### src/rtl/uart_rx_parity.sv
// -----------------------------------------------------------------------------
// uart_rx_parity
//   Serial receive front end of the UART. The asynchronous rx line is brought
//   into the UCLK domain through two flops, oversampled with the shared baud
//   tick s_tick, and decoded into frames:
//     start bit (false starts rejected at mid-bit), DATA_WIDTH data bits LSB
//     first, an optional parity bit, and STOP_BITS stop bits.
//   Each completed frame is presented to the RX FIFO write side as a one-cycle
//   rx_done_tick together with rx_dout, parity_err and frame_err, which all
//   hold until the next completed frame.
//
// Ports
//   UCLK         in   system clock, all logic on posedge
//   reset        in   synchronous, active-low reset
//   s_tick       in   one-UCLK pulse, OVERSAMPLE per bit period
//   rx           in   asynchronous serial input, idles high
//   rx_dout      out  last received data word
//   rx_done_tick out  one-cycle strobe per completed frame (RX FIFO write)
//   parity_err   out  parity mismatch on the last frame
//   frame_err    out  a stop bit was sampled low on the last frame
//   rx_busy      out  receiver is not in IDLE
// -----------------------------------------------------------------------------
module uart_rx_parity #(
    parameter int DATA_WIDTH = 8,
    parameter int OVERSAMPLE = 16,
    parameter int PARITY_EN  = 1,
    parameter int PARITY_ODD = 0,
    parameter int STOP_BITS  = 1
) (
    input  logic                  UCLK,
    input  logic                  reset,
    input  logic                  s_tick,
    input  logic                  rx,
    output logic [DATA_WIDTH-1:0] rx_dout,
    output logic                  rx_done_tick,
    output logic                  parity_err,
    output logic                  frame_err,
    output logic                  rx_busy
);

    localparam int SW = $clog2(OVERSAMPLE);
    localparam int NW = (DATA_WIDTH > 1) ? $clog2(DATA_WIDTH) : 1;

    localparam logic [SW-1:0] S_MID     = SW'(OVERSAMPLE / 2 - 1);
    localparam logic [SW-1:0] S_LAST    = SW'(OVERSAMPLE - 1);
    localparam logic [NW-1:0] N_LAST    = NW'(DATA_WIDTH - 1);
    localparam logic          STOP_LAST = 1'(STOP_BITS - 1);
    localparam logic          PAR_EN    = (PARITY_EN != 0);
    localparam logic          PAR_ODD   = (PARITY_ODD != 0);

    typedef enum logic [2:0] {
        S_IDLE,
        S_START,
        S_DATA,
        S_PARITY,
        S_STOP,
        S_BREAK
    } state_e;

    // Two-flop synchroniser; only rx_s_q is used by the decoder.
    logic rx_meta_q, rx_s_q;

    state_e                state_q, state_d;
    logic [SW-1:0]         s_q, s_d;
    logic [NW-1:0]         n_q, n_d;
    logic [DATA_WIDTH-1:0] shreg_q, shreg_d;
    logic                  par_q, par_d;
    logic                  stop_cnt_q, stop_cnt_d;
    logic                  stop_err_q, stop_err_d;
    logic [DATA_WIDTH-1:0] dout_q, dout_d;
    logic                  done_q, done_d;
    logic                  perr_q, perr_d;
    logic                  ferr_q, ferr_d;
    logic                  stop_flag;

    always_comb begin
        // NOTE: every signal written here gets a default first, so no path
        // leaves one unassigned and no latch is inferred.
        state_d    = state_q;
        s_d        = s_q;
        n_d        = n_q;
        shreg_d    = shreg_q;
        par_d      = par_q;
        stop_cnt_d = stop_cnt_q;
        stop_err_d = stop_err_q;
        dout_d     = dout_q;
        done_d     = 1'b0;
        perr_d     = perr_q;
        ferr_d     = ferr_q;
        stop_flag  = stop_err_q | ~rx_s_q;

        unique case (state_q)
            S_IDLE: begin
                // Line check runs every cycle, independent of s_tick.
                if (!rx_s_q) begin
                    state_d = S_START;
                    s_d     = '0;
                end
            end
            S_START: begin
                if (s_tick) begin
                    if (s_q == S_MID) begin
                        // Mid start bit: a line already back high was a glitch.
                        if (!rx_s_q) begin
                            state_d    = S_DATA;
                            s_d        = '0;
                            n_d        = '0;
                            stop_cnt_d = 1'b0;
                            stop_err_d = 1'b0;
                        end else begin
                            state_d = S_IDLE;
                        end
                    end else begin
                        s_d = s_q + 1'b1;
                    end
                end
            end
            S_DATA: begin
                if (s_tick) begin
                    if (s_q == S_LAST) begin
                        shreg_d = {rx_s_q, shreg_q[DATA_WIDTH-1:1]};
                        s_d     = '0;
                        if (n_q == N_LAST) begin
                            state_d = PAR_EN ? S_PARITY : S_STOP;
                        end else begin
                            n_d = n_q + 1'b1;
                        end
                    end else begin
                        s_d = s_q + 1'b1;
                    end
                end
            end
            S_PARITY: begin
                if (s_tick) begin
                    if (s_q == S_LAST) begin
                        par_d   = rx_s_q;
                        s_d     = '0;
                        state_d = S_STOP;
                    end else begin
                        s_d = s_q + 1'b1;
                    end
                end
            end
            S_STOP: begin
                if (s_tick) begin
                    if (s_q == S_LAST) begin
                        s_d = '0;
                        if (stop_cnt_q == STOP_LAST) begin
                            // Done edge: all four outputs update together.
                            dout_d  = shreg_q;
                            done_d  = 1'b1;
                            perr_d  = PAR_EN & (^shreg_q ^ par_q ^ PAR_ODD);
                            ferr_d  = stop_flag;
                            // A low stop bit may be a break; wait for idle.
                            state_d = stop_flag ? S_BREAK : S_IDLE;
                        end else begin
                            stop_cnt_d = stop_cnt_q + 1'b1;
                            stop_err_d = stop_flag;
                        end
                    end else begin
                        s_d = s_q + 1'b1;
                    end
                end
            end
            S_BREAK: begin
                if (rx_s_q) state_d = S_IDLE;
            end
            default: state_d = S_IDLE;
        endcase
    end

    always_ff @(posedge UCLK) begin
        // NOTE: state registers use non-blocking assignments so every flop
        // samples values from before this edge, independent of statement order.
        if (!reset) begin
            rx_meta_q  <= 1'b1;
            rx_s_q     <= 1'b1;
            state_q    <= S_IDLE;
            s_q        <= '0;
            n_q        <= '0;
            shreg_q    <= '0;
            par_q      <= 1'b0;
            stop_cnt_q <= 1'b0;
            stop_err_q <= 1'b0;
            dout_q     <= '0;
            done_q     <= 1'b0;
            perr_q     <= 1'b0;
            ferr_q     <= 1'b0;
        end else begin
            rx_meta_q  <= rx;
            rx_s_q     <= rx_meta_q;
            state_q    <= state_d;
            s_q        <= s_d;
            n_q        <= n_d;
            shreg_q    <= shreg_d;
            par_q      <= par_d;
            stop_cnt_q <= stop_cnt_d;
            stop_err_q <= stop_err_d;
            dout_q     <= dout_d;
            done_q     <= done_d;
            perr_q     <= perr_d;
            ferr_q     <= ferr_d;
        end
    end

    assign rx_dout      = dout_q;
    assign rx_done_tick = done_q;
    assign parity_err   = perr_q;
    assign frame_err    = ferr_q;
    assign rx_busy      = (state_q != S_IDLE);

endmodule

### config.mk
export PLATFORM = sky130hd
export DESIGN_NAME = uart_rx_parity
export DESIGN_NICKNAME = d
export VERILOG_FILES = /design/src/rtl/uart_rx_parity.sv
export SDC_FILE = /design/constraint.sdc
export NUM_CORES = 1
export LEC_CHECK = 0
export CORE_MARGIN = 4
export CORE_UTILIZATION = 49
export CTS_BUF_LIST = sky130_fd_sc_hd__clkbuf_4 sky130_fd_sc_hd__clkbuf_8
export DETAILED_ROUTE_END_ITERATION = 8
export MAX_ROUTING_LAYER = met4
export PLACE_DENSITY = 0.81
export SETUP_SLACK_MARGIN = 0.15
export SLEW_MARGIN = 10
export SYNTH_ARGS = -nofsm -noshare
export SYNTH_HDL_FRONTEND = slang
export SYNTH_SLANG_ARGS = --single-unit
### constraint.sdc
create_clock -name UCLK -period 2.16 [get_ports UCLK]
set_input_delay 0.432 -clock UCLK [delete_from_list [all_inputs] [get_ports UCLK]]
set_output_delay 0.432 -clock UCLK [all_outputs]
set_load 0.1 [all_outputs]
# [Word-level counts from Yosys, hierarchy flattened]
# Cells that the tools add are included.
[classes] add_sub_neg=3 eq_ne=24 n_mux=40 n_bitwise=4 n_reduce_logical=16
[op_table] operator="$mux W3" count=19
[op_table] operator="$ne A2 B2 Y1 const B" count=15
[op_table] operator="$mux W4" count=5
[op_table] operator="$pmux W3 S6" count=1
[op_table] operator="$reduce_and A7 Y1" count=2
[op_table] operator="$pmux W4 S3" count=1
[op_table] operator="$reduce_and A12 Y1" count=1
[op_table] operator="$mux W1" count=10
[op_table] operator="$eq A3 B3 Y1 const B" count=3
[op_table] operator="$reduce_and A3 Y1" count=3
[op_table] operator="$reduce_and A4 Y1" count=2
[op_table] operator="$reduce_xor A8 Y1" count=1
[op_table] operator="$eq A3 B2 Y1 const B" count=2
[op_table] operator="$pmux W3 S2" count=1
[op_table] operator="$reduce_and A6 Y1" count=1
[op_table] operator="$reduce_bool A3 Y1" count=2
[op_table] operator="$add A4 B1 Y4 const B" count=1
[op_table] operator="$eq A4 B3 Y1 const B" count=1
[op_table] operator="$eq A4 B4 Y1 const B" count=1
[op_table] operator="$pmux W1 S2" count=2
[op_table] operator="$reduce_bool A2 Y1" count=2
[op_table] operator="$add A3 B1 Y3 const B" count=1
[op_table] operator="$eq A3 B1 Y1 const B" count=1
[op_table] operator="$logic_not A3 Y1" count=1
[op_table] operator="other kinds (7)" count=8
[totals] reg_bits=34 in_bits=4 output_inout_bits=12 wordCells=100

# [Longest topological paths before layout]
[logic_depth] ltp_word=7 mapped_depth=7

# [Least setup slack after synthesis]
# OpenSTA, ideal clock, no wires.
[synth_timing] path_kind="register to register" start="reg state_q[0]" end="reg s_q[2]" arrival_time_ns=1.910 required_time_ns=2.090 slack_ns=0.180 stages_incl_launch_ff=6 n_path_buf=1 synth_period_minus_slack_ns=1.980 cell_sequence="dfxtp_1 buf_2 or3_1 nand2_1 or3_1 a21boi_1"
[synth_via] elab_chain_len=4 elab_cells_between_ends=11 classes_between="6 x eq/ne; 1 x mux; 4 x reduce/logical"
[synth_rtl] item="start: declaration" line_no="63" source="state_e state_q, state_d;"
[synth_rtl] item="start signal: assignment" line_no="192" source="state_q <= state_d;"
[synth_rtl] item="$eq A3 B3 Y1 or $eq A3 B2 Y1 (tied branches)" line_no="92" source="unique case (state_q)"
[synth_rtl] item="$reduce_or A3 Y1 (no source line)"
[synth_rtl] item="$ne A2 B1 Y1 (no source line) or $reduce_bool A3 Y1 (tied branches)"
[synth_rtl] item="$reduce_and A3 Y1 (no source line)"
[synth_rtl] item="end signal: assignment" line_no="179" source="s_q <= '0;"
[synth_rtl] item="end signal: assignment" line_no="193" source="s_q <= s_d;"
[synth_rtl] item="end: declaration" line_no="64" source="logic [SW-1:0] s_q, s_d;"
# Several ways; a longest one is shown, not always the timed one.
# A chain may end at the register's enable or synchronous reset.

# [Worst setup path in the final report]
[layout_timing] start="reg state_q[2]" end="out rx_busy"
[layout_via] elab_chain_len=1
[layout_rtl] item="$reduce_bool A3 Y1" line_no="210" source="assign rx_busy = (state_q != S_IDLE);"
[layout_rtl] item="end: declaration" line_no="38" source="output logic rx_busy"
# No other way between the ends.

==> metrics.cfg <==
[status]
status = complete, no violations

[synth]
async_reset_ff_share_pct = 0
synth_area_um2 = 1610
synth_warnings = 0
synth_flop_cell = dfxtp_1
syn-num-nets = 175
yosysUniqueCellTypes = 41
synthCells = 168
ys_seq_area_share_pct = 41.03
synth_area_per_cell_um2 = 9.585
synth_edf_count = 0
synth.ff_latch_count = 33

[clocking]
ctsHoldBuffers = 0
clk_path_buf_depth = 2
cts_tree = yes
htree_levels = 2
cts_buffers = 5
clkSinkCount = 33
cts_root_buf = clkbuf_4
cts_resized = 0
clock_latency_ns = 0.33
clk_pin_slew_ns = 0.09
cts_setup_buffers = 0

[layout]
final_nets = 196
drive_gt1_share_pct = 18.52
fillerInstances = 285
antenna_cells = 0
area_delta_synth_final_pct = 17.95
final_util_pct = 61.21

[route]
vias_per_cell = 5.300
drt_iter0_drc = 69
ant_nets = 0
vias = 1235
post_drt_wl_per_cell_um = 13.40
routed_wl_um = 3123
drc_errors = 0
first_pass_iters = 4

[power]
p_per_area_nw_per_um2 = 566.4
finalPower_mw = 1.076
ir_drop_mv = 0.3410
power.leakage_nw = 0.7246

[sta]
fin_tns_setup_ns = 0
layout_min_cycle_time_ns = 1.930
max_freq_ghz = 0.5181
worst_pin_slew_ns = 0.4481
max-slew-margin-rel_pct = 70.09
hold_violations = 0
skew_ns = 0.006879
setup_viol = 0
post-route-period-util_pct = 89.36
final_max_slew_viol_count = 0
rsz0062_at_grt = false

[grt]
grt_max_degree = 17
antenna_found_initial = 0
grt_util_all_layers_pct = 17.33
overflow = 0
grt_pass1_vias = 1235
grt_pass1_wl_um = 5506

[setup_path]
worstSetupPathType = flop to output port
critPathRequiredTime_ns = 1.73
endpoint_kind = output port
cp.arrival_ns = 1.50
worstSetupStartpointType = flop
crit_fanout = 9

[floorplan]
start_util_pct = 51.90
boundaryPins = 16
die-height_um = 65.33
die_w_um = 65.33
std_cell_rows = 20
die_area_um2 = 4267
core_area_um2 = 3103

[run]
maxCapViolCount = 0

[place]
dp.final_hpwl_um = 2403
port_buffers = 15
place_congestion = 0.8869

[min_path]
min-delay-path-class = flop to flop

## placed cells by master (no fill, tap or decap), drive strengths merged, types with 3 or more instances in the layout
master	instances
ha	3
buf	22
dfxtp	33
o211ai	3
xnor2	5
nand3	3
nand2b	5
and2	4
nor2	6
nand3b	3
clkdlybuf4s50	3
clkbuf	7
nand2	13
mux2i	17
a21boi	4
o21ai	8
nor2b	20
## layer usage
layer | vias to the layer above | share of wire, % | track usage, %
li1 | 630 | - | -
met1 | 575 | 43 | 18.42
met2 | 21 | 50 | 28.70
met3 | 9 | 4.4 | 6.325
met4 | 0 | 2.2 | 8.031
met5 | - | 0 | -
## report_power, final
part           switching [mW]  internal [mW]  leakage, nW
Clock                   0.196          0.166       0.0348
Sequential             0.0100          0.613        0.266
Combinational          0.0512         0.0393        0.423
Total                   0.258          0.818        0.725
## sequential cells by signal, summed over array words and instances, names as in the netlist
name,count
frame_err,1
shreg_q,8
rx_done_tick,1
rx_meta_q,1
stop_err_q,1
parity_err,1
s_q,4
rx_s_q,1
state_q,3
rx_dout,8
n_q,3
par_q,1
## synth_stat cells, types with 2 or more instances
cell	count	area share, %
o21a_1	2	0.93
a32o_1	2	1.2
nor2_1	4	0.93
nand3b_1	3	1.4
buf_2	5	1.6
xor2_1	2	1.1
nor3_1	2	0.62
nor2_2	2	0.78
nand3_1	3	0.93
o21ai_0	2	0.62
nor2b_1	20	7.8
nand4_1	2	0.78
dfxtp_1	33	41
xnor2_1	5	2.7
ha_1	3	2.3
o211ai_1	3	1.4
a21oi_1	2	0.62
or3_1	2	0.78
and2_1	4	1.6
a22o_1	2	1.1
nand2_1	13	3.0
nand2b_1	5	1.9
o21ai_1	6	1.9
a21boi_1	4	1.9
mux2i_1	17	11
clkbuf_1	5	1.2
## area by class of cell
| type | instances | area, µm² | share of cell area (%) |
|---|---|---|---|
| Multi-Input combinational cell | 123 | 900.9 | 47.43 |
| Sequential cell | 33 | 660.6 | 34.78 |
| Timing Repair Buffer | 25 | 220.2 | 11.59 |
| Clock buffer | 7 | 58.81 | 3.096 |
| Tap cell | 44 | 55.05 | 2.899 |
| Inverter | 1 | 3.754 | 0.1976 |
## worst max-delay path, cell delays in order, from the launching register on
cell     delay (ns)
dfxtp_1        0.40
buf_4          0.21
or3_1          0.37
buf_12         0.19
## final timing paths
path,cells after the start,start,end,slack [ns]
min reg2reg,1,rx_meta_q$_SDFF_PN1_,rx_s_q$_SDFF_PN1_,0.43
max reg2reg,6,s_q[0]$_SDFFE_PN0P_,state_q[0]$_SDFFE_PN0P_,0.32
max,3,state_q[2]$_SDFFE_PN0P_,rx_busy,0.23
min,1,rx_meta_q$_SDFF_PN1_,rx_s_q$_SDFF_PN1_,0.43
## stage by stage
step,hold WS [ns],cells,worst slack [ns],cell area [µm²]
floorplan,0.3863,168,0.1798,1610
global placement,0.3915,226,0.1769,1841
detailed placement,0.4063,226,0.1365,1841
CTS,0.4283,233,0.2107,1899
global route,0.4484,233,0.1544,1899
finish,0.4256,233,0.2298,1899
## logic make-up after synthesis
group / Yosys count / synth area share, %
AOI/OAI and AO/OA: 30 / 13.60
xor gates and xnor gates: 8 / 5.206
DFF: 33 / 41.03
and+or+nand+nor: 64 / 23.15
adders and majority gates: 3 / 2.331
muxes: 18 / 11.27
buffers and inverters: 12 / 3.419
Power figures use the tool's default switching activity.
